## src/rtl/apu_reg_decoder.sv

```systemverilog
// Sound unit CPU-side register file: decodes 0xFF10-0xFF3F byte accesses,
// holds NR10-NR52 and wave RAM, and emits trigger / length-load strobes.
module apu_reg_decoder #(
  parameter logic [127:0] WAVE_INIT = '0
) (
  input  logic         clk,
  input  logic         rst_n,
  input  logic [7:0]   addr,
  input  logic         wr_en,
  input  logic [7:0]   wr_data,
  input  logic         rd_en,
  output logic [7:0]   rd_data,
  output logic         rd_valid,
  input  logic [3:0]   ch_active,
  output logic [39:0]  nr1x,
  output logic [31:0]  nr2x,
  output logic [39:0]  nr3x,
  output logic [31:0]  nr4x,
  output logic [15:0]  nr5x,
  output logic         apu_on,
  output logic [3:0]   trig,
  output logic [3:0]   len_load,
  output logic [127:0] wave_table
);

  // Slot i holds register at address 0x10+i; slots 5 (0x15) and 15 (0x1F) are holes.
  localparam int unsigned NREG = 22;

  logic [NREG-1:0][7:0] regs_q, regs_d;
  logic                 apu_on_q, apu_on_d;
  logic [127:0]         wave_q, wave_d;
  logic [3:0]           trig_q, trig_d;
  logic [3:0]           len_q, len_d;
  logic [7:0]           rd_data_q, rd_data_d;
  logic                 rd_valid_q, rd_valid_d;
  logic [7:0]           rd_val;

  function automatic logic is_mapped(input int unsigned i);
    return (i != 5) && (i != 15);
  endfunction

  // Trigger bit 7 of NRx4 is write-only and never stored.
  function automatic logic [7:0] store_mask(input int unsigned i);
    return (i == 4 || i == 9 || i == 14 || i == 19) ? 8'h7F : 8'hFF;
  endfunction

  // Bits that always read back as 1 (unused or write-only fields).
  function automatic logic [7:0] read_mask(input int unsigned i);
    case (i)
      0:       return 8'h80;
      1, 6:    return 8'h3F;
      3, 8:    return 8'hFF;
      4, 9:    return 8'hBF;
      10:      return 8'h7F;
      11, 13:  return 8'hFF;
      12:      return 8'h9F;
      14, 19:  return 8'hBF;
      16:      return 8'hFF;
      default: return 8'h00;
    endcase
  endfunction

  // Read mux over the pre-write state; anything unmapped returns FF.
  always_comb begin
    rd_val = 8'hFF;
    for (int unsigned i = 0; i < NREG; i++) begin
      if (addr == 8'(i + 16) && is_mapped(i)) rd_val = regs_q[5'(i)] | read_mask(i);
    end
    if (addr == 8'h26) rd_val = {apu_on_q, 3'b111, ch_active};
    // Byte 0x30+i packs sample 2i in the high nibble, sample 2i+1 in the low nibble.
    if (addr[7:4] == 4'h3)
      rd_val = {wave_q[{addr[3:0], 3'b000} +: 4], wave_q[{addr[3:0], 3'b100} +: 4]};
  end

  // Write decode, power-off clear, strobe generation and read capture.
  always_comb begin
    regs_d     = regs_q;
    apu_on_d   = apu_on_q;
    wave_d     = wave_q;
    trig_d     = '0;
    len_d      = '0;
    rd_valid_d = rd_en;
    rd_data_d  = rd_en ? rd_val : rd_data_q;
    if (wr_en) begin
      if (apu_on_q) begin
        for (int unsigned i = 0; i < NREG; i++) begin
          if (addr == 8'(i + 16) && is_mapped(i)) begin
            regs_d[5'(i)] = wr_data & store_mask(i);
            case (i)
              4:       trig_d[0] = wr_data[7];
              9:       trig_d[1] = wr_data[7];
              14:      trig_d[2] = wr_data[7];
              19:      trig_d[3] = wr_data[7];
              1:       len_d[0]  = 1'b1;
              6:       len_d[1]  = 1'b1;
              11:      len_d[2]  = 1'b1;
              16:      len_d[3]  = 1'b1;
              default: ;
            endcase
          end
        end
      end
      if (addr == 8'h26) begin
        apu_on_d = wr_data[7];
        if (apu_on_q && !wr_data[7]) regs_d = '0;
      end
      if (addr[7:4] == 4'h3)
        wave_d[{addr[3:0], 3'b000} +: 8] = {wr_data[3:0], wr_data[7:4]};
    end
  end

  // State and strobe registers with asynchronous clear.
  always_ff @(posedge clk or negedge rst_n) begin
    if (!rst_n) begin
      regs_q     <= '0;
      apu_on_q   <= 1'b0;
      wave_q     <= WAVE_INIT;
      trig_q     <= '0;
      len_q      <= '0;
      rd_data_q  <= '0;
      rd_valid_q <= 1'b0;
    end else begin
      regs_q     <= regs_d;
      apu_on_q   <= apu_on_d;
      wave_q     <= wave_d;
      trig_q     <= trig_d;
      len_q      <= len_d;
      rd_data_q  <= rd_data_d;
      rd_valid_q <= rd_valid_d;
    end
  end

  assign nr1x       = regs_q[4:0];
  assign nr2x       = regs_q[9:6];
  assign nr3x       = regs_q[14:10];
  assign nr4x       = regs_q[19:16];
  assign nr5x       = regs_q[21:20];
  assign apu_on     = apu_on_q;
  assign trig       = trig_q;
  assign len_load   = len_q;
  assign wave_table = wave_q;
  assign rd_data    = rd_data_q;
  assign rd_valid   = rd_valid_q;

endmodule

```

## config.mk

```make
export PLATFORM = sky130hd
export DESIGN_NAME = apu_reg_decoder
export DESIGN_NICKNAME = d
export VERILOG_FILES = /design/src/rtl/apu_reg_decoder.sv
export SDC_FILE = /design/constraint.sdc
export NUM_CORES = 1
export LEC_CHECK = 0
export CAP_MARGIN = 0
export CELL_PAD_IN_SITES_DETAIL_PLACEMENT = 0
export CELL_PAD_IN_SITES_GLOBAL_PLACEMENT = 1
export CORE_MARGIN = 2
export CORE_UTILIZATION = 35
export CTS_BUF_LIST = sky130_fd_sc_hd__clkbuf_16
export DETAILED_ROUTE_END_ITERATION = 8
export GPL_TIMING_DRIVEN = 0
export PLACE_DENSITY_LB_ADDON = 0.25
export SKIP_LAST_GASP = 1
export SLEW_MARGIN = 20
export SYNTH_ARGS = -nofsm -noshare
export SYNTH_HDL_FRONTEND = slang
export SYNTH_SLANG_ARGS = --single-unit
```

## constraint.sdc

```tcl
create_clock -name clk -period 2.45 [get_ports clk]
set_input_delay 0.49 -clock clk [delete_from_list [all_inputs] [get_ports clk]]
set_output_delay 0.49 -clock clk [all_outputs]
set_load 0.01 [all_outputs]
```

==> Word-level counts from Yosys, hierarchy flattened <==
Index checks and enable logic that the tools add are counted.
{ "classes": {"n_mux": 80, "n_reduce_logical": 4, "eq_ne": 22, "n_addsub": 1, "shifts": 4, "n_bitwise": 20} }
{ "op_table": {"columns": ["cell", "n"], "rows": [
  ["two-way mux 8 bit", 62],
  ["two-way mux 176 bit", 2],
  ["indexed part select 128 x 8 -> 4 bit", 2],
  ["bitwise OR 8 bit", 20],
  ["bitwise mux 128 bit", 1],
  ["variable shift 8 x 9 -> 128 bit (first input constant)", 1],
  ["indexed part select 8 x 9 -> 128 bit", 1],
  ["== test 8 x 5 -> 1 bit (second input constant)", 14],
  ["two-way mux 72 bit", 1],
  ["== test 8 x 6 -> 1 bit (second input constant)", 7],
  ["two-way mux 48 bit", 1],
  ["two-way mux 40 bit", 1],
  ["two-way mux 4 bit", 4],
  ["negation 7 -> 9 bit", 1],
  ["two-way mux 1 bit", 8],
  ["== test 4 x 2 -> 1 bit (second input constant)", 1],
  ["AND reduction 2 bit", 2],
  ["logical AND 1 bit", 1],
  ["logical NOT 1 bit", 1]
]} }
{ "totals": {"in_bits": 24, "register_bits": 306, "out_inout_bits": 306} }

==> Logic depth before layout (Yosys ltp) <==
{ "depth": {"ltp_word": 25, "mapped_depth": 12} }

==> Worst setup path after synthesis <==
Ideal clock, no wire load.
{ "synth_path": {"kind": "input-to-reg", "start": "input port addr[1]", "end": "register wave_q[80], in the netlist wave_table[80]", "required_time_ns": 2.325, "cell_stages": 11, "arrival_time_ns": 2.695, "setup_ns": 0.125, "path_slack_ns": -0.370, "n_path_buf": 5, "cell_sequence": "buf_2 -> buf_2 -> buf_2 -> inv_1 -> ha_1 -> buf_2 -> a211o_1 -> a21oi_2 -> and3_1 -> buf_4 -> mux2_2"} }
{ "synth_between": {"elab_chain_cells": 3, "elab_cells_between_ends": 4, "classes_between": "add/sub: 1; shift: 2; mux: 1"} }
{ "synth_rtl": {"columns": ["element", "line", "text"], "rows": [
  ["start: declaration", "8", "input logic [7:0] addr,"],
  ["negation 7 -> 9 bit *", "108", "wave_d[{addr[3:0], 3'b000} +: 8] = {wr_data[3:0], wr_data[7:4]};"],
  ["indexed part select 8 x 9 -> 128 bit / variable shift 8 x 9 -> 128 bit (equally long branches)", "108", null],
  ["bitwise mux 128 bit *", "108", null],
  ["end signal: assignment", "125", "wave_q <= wave_d;"],
  ["end: declaration", "31", "logic [127:0] wave_q, wave_d;"]
]} }
Mark *: on every way between the ends. The rest lies on a longest branch, timed or not.
A chain may end at the register's enable or synchronous reset.

==> Worst setup path in the final report <==
{ "layout_path": {"start": "input port addr[3]", "end": "register rd_data_q[1], in the netlist rd_data[1]"} }
{ "layout_between": {"elab_chain_cells": 23, "elab_cells_between_ends": 44, "classes_between": "eq/ne: 21; shift: 1; mux: 22"} }
{ "layout_rtl": {"columns": ["element", "line", "text"], "rows": [
  ["== test 8 x 5 -> 1 bit", "67", "if (addr == 8'(i + 16) && is_mapped(i)) rd_val = regs_q[5'(i)] | read_mask(i);"],
  ["two-way mux 8 bit (20 in a row)", "67", null],
  ["two-way mux 8 bit", "69", "if (addr == 8'h26) rd_val = {apu_on_q, 3'b111, ch_active};"],
  ["two-way mux 8 bit *", "71", "if (addr[7:4] == 4'h3)"],
  ["end signal: assignment", "128", "rd_data_q <= rd_data_d;"],
  ["end: declaration", "34", "logic [7:0] rd_data_q, rd_data_d;"]
]} }
Marked as above.

==> summary.md <==
| Metric | Value |
|---|---|
| RD Place Congestion | 0.917 |
| EDFF count, synth | 0 |
| Peak fanout along the critical path | 10 |
| Pin count of the biggest net entering global routing | 100 |
| Routed vias/inst | 5.65 |
| Sw Share | 25.5% |
| CTS tree | built |
| Synth Flop Type | dfrtp_1 |
| Final hold slack | 0.419 ns |
| Share of cells above drive strength 1 | 24.2% |
| Status | complete, no violations |
| Slew HR | 37.6% |
| Cells after DPL | 1964 |
| Final Hold Fails | 0 |
| Achievable Freq | 409 MHz |
| Net switching power | 2.90 mW |
| Reg2Reg Depth | 6 |
| Synth area leader | dfrtp_1 |
| Die area | 41200 um2 |
| Internal power | 8.47 mW |
| Worst path bufs/invs | 4 |
| Clock tree buffer depth | 3 |
| Antenna cell count | 0 |
| Cell Rows | 72 |
| CTS Buf Count | 36 |
| VDD IR max | 0.000373 V |
| Cells after synthesis | 1115 |
| Post-Syn Nets | 1143 |
| First-pass iteration count of the detailed router | 5 |
| Most instantiated library cell after synthesis | dfrtp_1 |
| Asr flop ratio synth | 100% |
| Final design area excluding fillers | 19700 um2 |
| Clock network power share | 44.7% |
| Tot GR Track Use | 27.5% |
| Post-route DRC | 0 |
| Initial Utilization | 35.7% |
| Critical path data arrival time | 2.86 ns |
| Yosys reg bits | 306 |
| RSZ-0062 raised after global routing | yes |
| Reg-to-reg endpoint | nr4x[0] |
| DRT antenna net count | 0 |
| Pwr dens | 578 nW/um2 |
| Gate power share | 9.7% |
| Die Y | 203 um |
| Vias post-DR | 11500 |
| Max Transition Viols Final | 0 |
| Gr ovfl total | 0 |
| R2r setup slk | 0.21 ns |
| Crit path cell chain | clkdlybuf4s50_1, buf_4, nand2b_2, buf_2, nor2_1, clkbuf_2, o21ai_0, a31oi_1, a2111oi_0 |
| Worst hold path class | input pin to asynchronous set/reset pin |
| Initial antenna violation count | 4 |
| WS Path Type | input pin to flip-flop |
| Synth cell types | 75 |
| Yosys Warn Count | 0 |
| Crit path time final | 2.45 ns |
| Leading cell types by count after synthesis | 306 x dfrtp_1, 135 x mux2_2, 117 x a22o_1 |
| H-Tree Depth | 2 |
| Clock transition at the registers of the reported paths | 0.06 ns |
| Io pins | 330 |
| Crit-path slowest cell | clkdlybuf4s50_1 |
| Sequential power share | 45.7% |
| Sequential area share after synthesis | 55.3% |
| DP Area | 17900 um2 |
| Pleak | 8.69 nW |
| Final Total Pwr | 11.4 mW |
| Clk_lat worst skew | 0.55 ns |
| Die Width | 203 um |
| Iteration-0 DRC Markers | 826 |
| Vias in the first global route | 11600 |
| CTS sink cnt | 306 |
| Routed len/inst | 27.8 um |
| Synth area leaders | dfrtp_1 55%, mux2_2 11%, a22o_1 7.4% |
| R2r startpoint | apu_on |
| Hpwl dp | 40.5 mm |
| Worst EP required | 2.87 ns |
| First-pass GRT wire length | 82.1 mm |
| Synthesis-to-finish area growth | 42.0% |
| Area share of the largest cell type after synthesis | 55.3% |
| Nets | 1531 |
| Max cap viols | 0 |
| Fin crit share | 99.9% |
| Worst Skew | 0.0159 ns |
| Worst setup SP type | input pin |
| Cell Count, Final, Fillers Out | 2043 |
| Core outline area | 38800 um2 |
| Worst path top cell family by delay | buffers and inverters |
| Critical Path End Type | flip-flop |
| Mapped Area | 13900 um2 |
| I/O Buffers | 328 |
| Detailed Route WL | 56.8 mm |
| Final setup viols | 0 |
| Slew @ Worst Pin | 0.936 ns |
| Root buf cell | clkbuf_16 |
| Fill cell count | 3522 |
| Max incr delay on CP | 0.50 ns |
| Syn_area_per_cell | 12.4 um2 |
==> cells in the final DEF, fill, tap and decap left out, drive strengths merged, types with 5 or more instances in the layout <==
cell type	count
a211oi	13
a21oi	48
a22o	117
a22oi	5
a2bb2oi	5
a31oi	5
and2	14
and3	12
buf	54
clkbuf	90
clkdlybuf4s50	324
clkinv	15
dfrtp	306
inv	12
mux2	135
mux2i	7
mux4	32
nand2	75
nand2b	7
nand3	31
nor2	53
nor2b	15
nor3	30
o21ai	33
o22ai	12
==> layout make-up <==
class / count / area (um2) / area share, %
inverter: 9 / 45.0 / 0.229
timing repair buffer: 351 / 3550 / 18.0
sequential: 306 / 7660 / 38.9
clock buffer: 37 / 926 / 4.71
multi-input combinational: 716 / 6180 / 31.4
buffer: 83 / 523 / 2.66
tap: 518 / 648 / 3.29
clock inverter: 23 / 149 / 0.757
==> what timing repair did <==
item	CTS	global route
setup endpoints to repair	299	229
resized for setup	112	35
endpoints found under the hold margin	35	0
hold buffers	1	0
buffers inserted	11	8
pin swaps	9	4
==> registers in the layout (all words and copies together), names as in the netlist <==
register,flops
apu_on,1
len_load,4
nr1x,40
nr2x,32
nr3x,40
nr4x,32
nr5x,16
rd_data,8
rd_valid,1
trig,4
wave_table,128
==> worst reg2reg max path, delay by kind of cell (launching register included) <==
kind | cells | cell delay (ns)
buf+inv | 2 | 0.65
compound gates | 3 | 0.97
flops | 1 | 0.34
simple gates | 1 | 0.17
==> how the worst max path moves through the flow <==
stage	startpoint	end	slack [ns]	depth (start not counted)
4_1_cts	addr[3]	rd_data[1]	-0.1	9
6_report	addr[3]	rd_data[1]	0.003	9
2_1_floorplan	addr[1]	wave_table[80]	0.01	11
5_1_grt	addr[3]	rd_data[1]	-0.07	9
3_5_place_dp	addr[0]	nr3x[39]	-1.58	10
3_3_place_gp	rst_n	wave_table[49]	-12.57	1
==> routing by layer <==
| metal | GRT usage [%] | vias up | wire [um] |
|---|---|---|---|
| met3 | 7.00 | 110 | 4640 |
| met4 | 9.10 | 8 | 1700 |
| met2 | 44.1 | 558 | 26600 |
| li1 | - | 4997 | - |
| met1 | 36.4 | 5867 | 23800 |
| met5 | 0 | - | 45 |
==> kinds of logic after synthesis <==
family	share of synthesized area, %
flip-flops	55.3
AND/OR/NAND/NOR	9.76
buffers and inverters	2.80
multiplexers	16.7
adder cells (fa/ha/maj)	0.361
AO/OA/AOI/OAI	15.1
==> per-stage QoR <==
stage / worst slack (ns) / util [%] / setup TNS [ns]
after floorplan: 0.0135 / - / 0
after global placement: -12.57 / 46.0 / -4196.17
after detailed placement: -1.58 / 46.2 / -362.73
after CTS: -0.0954 / 50.3 / -0.822
after global routing: -0.0663 / 50.7 / -0.606
final: 0.00282 / 50.7 / 0
==> power by group through the flow <==
stage               sequential, mW  clock (mW)  combinational, mW
floorplan                     5.30           0              0.421
global placement              5.29           0               1.00
detailed placement            5.28           0               1.02
CTS                           5.19        5.15               1.09
global route                  5.20        5.36               1.17
finish                        5.19        5.08               1.10
Note: power is estimated with default switching activity, not from simulation.
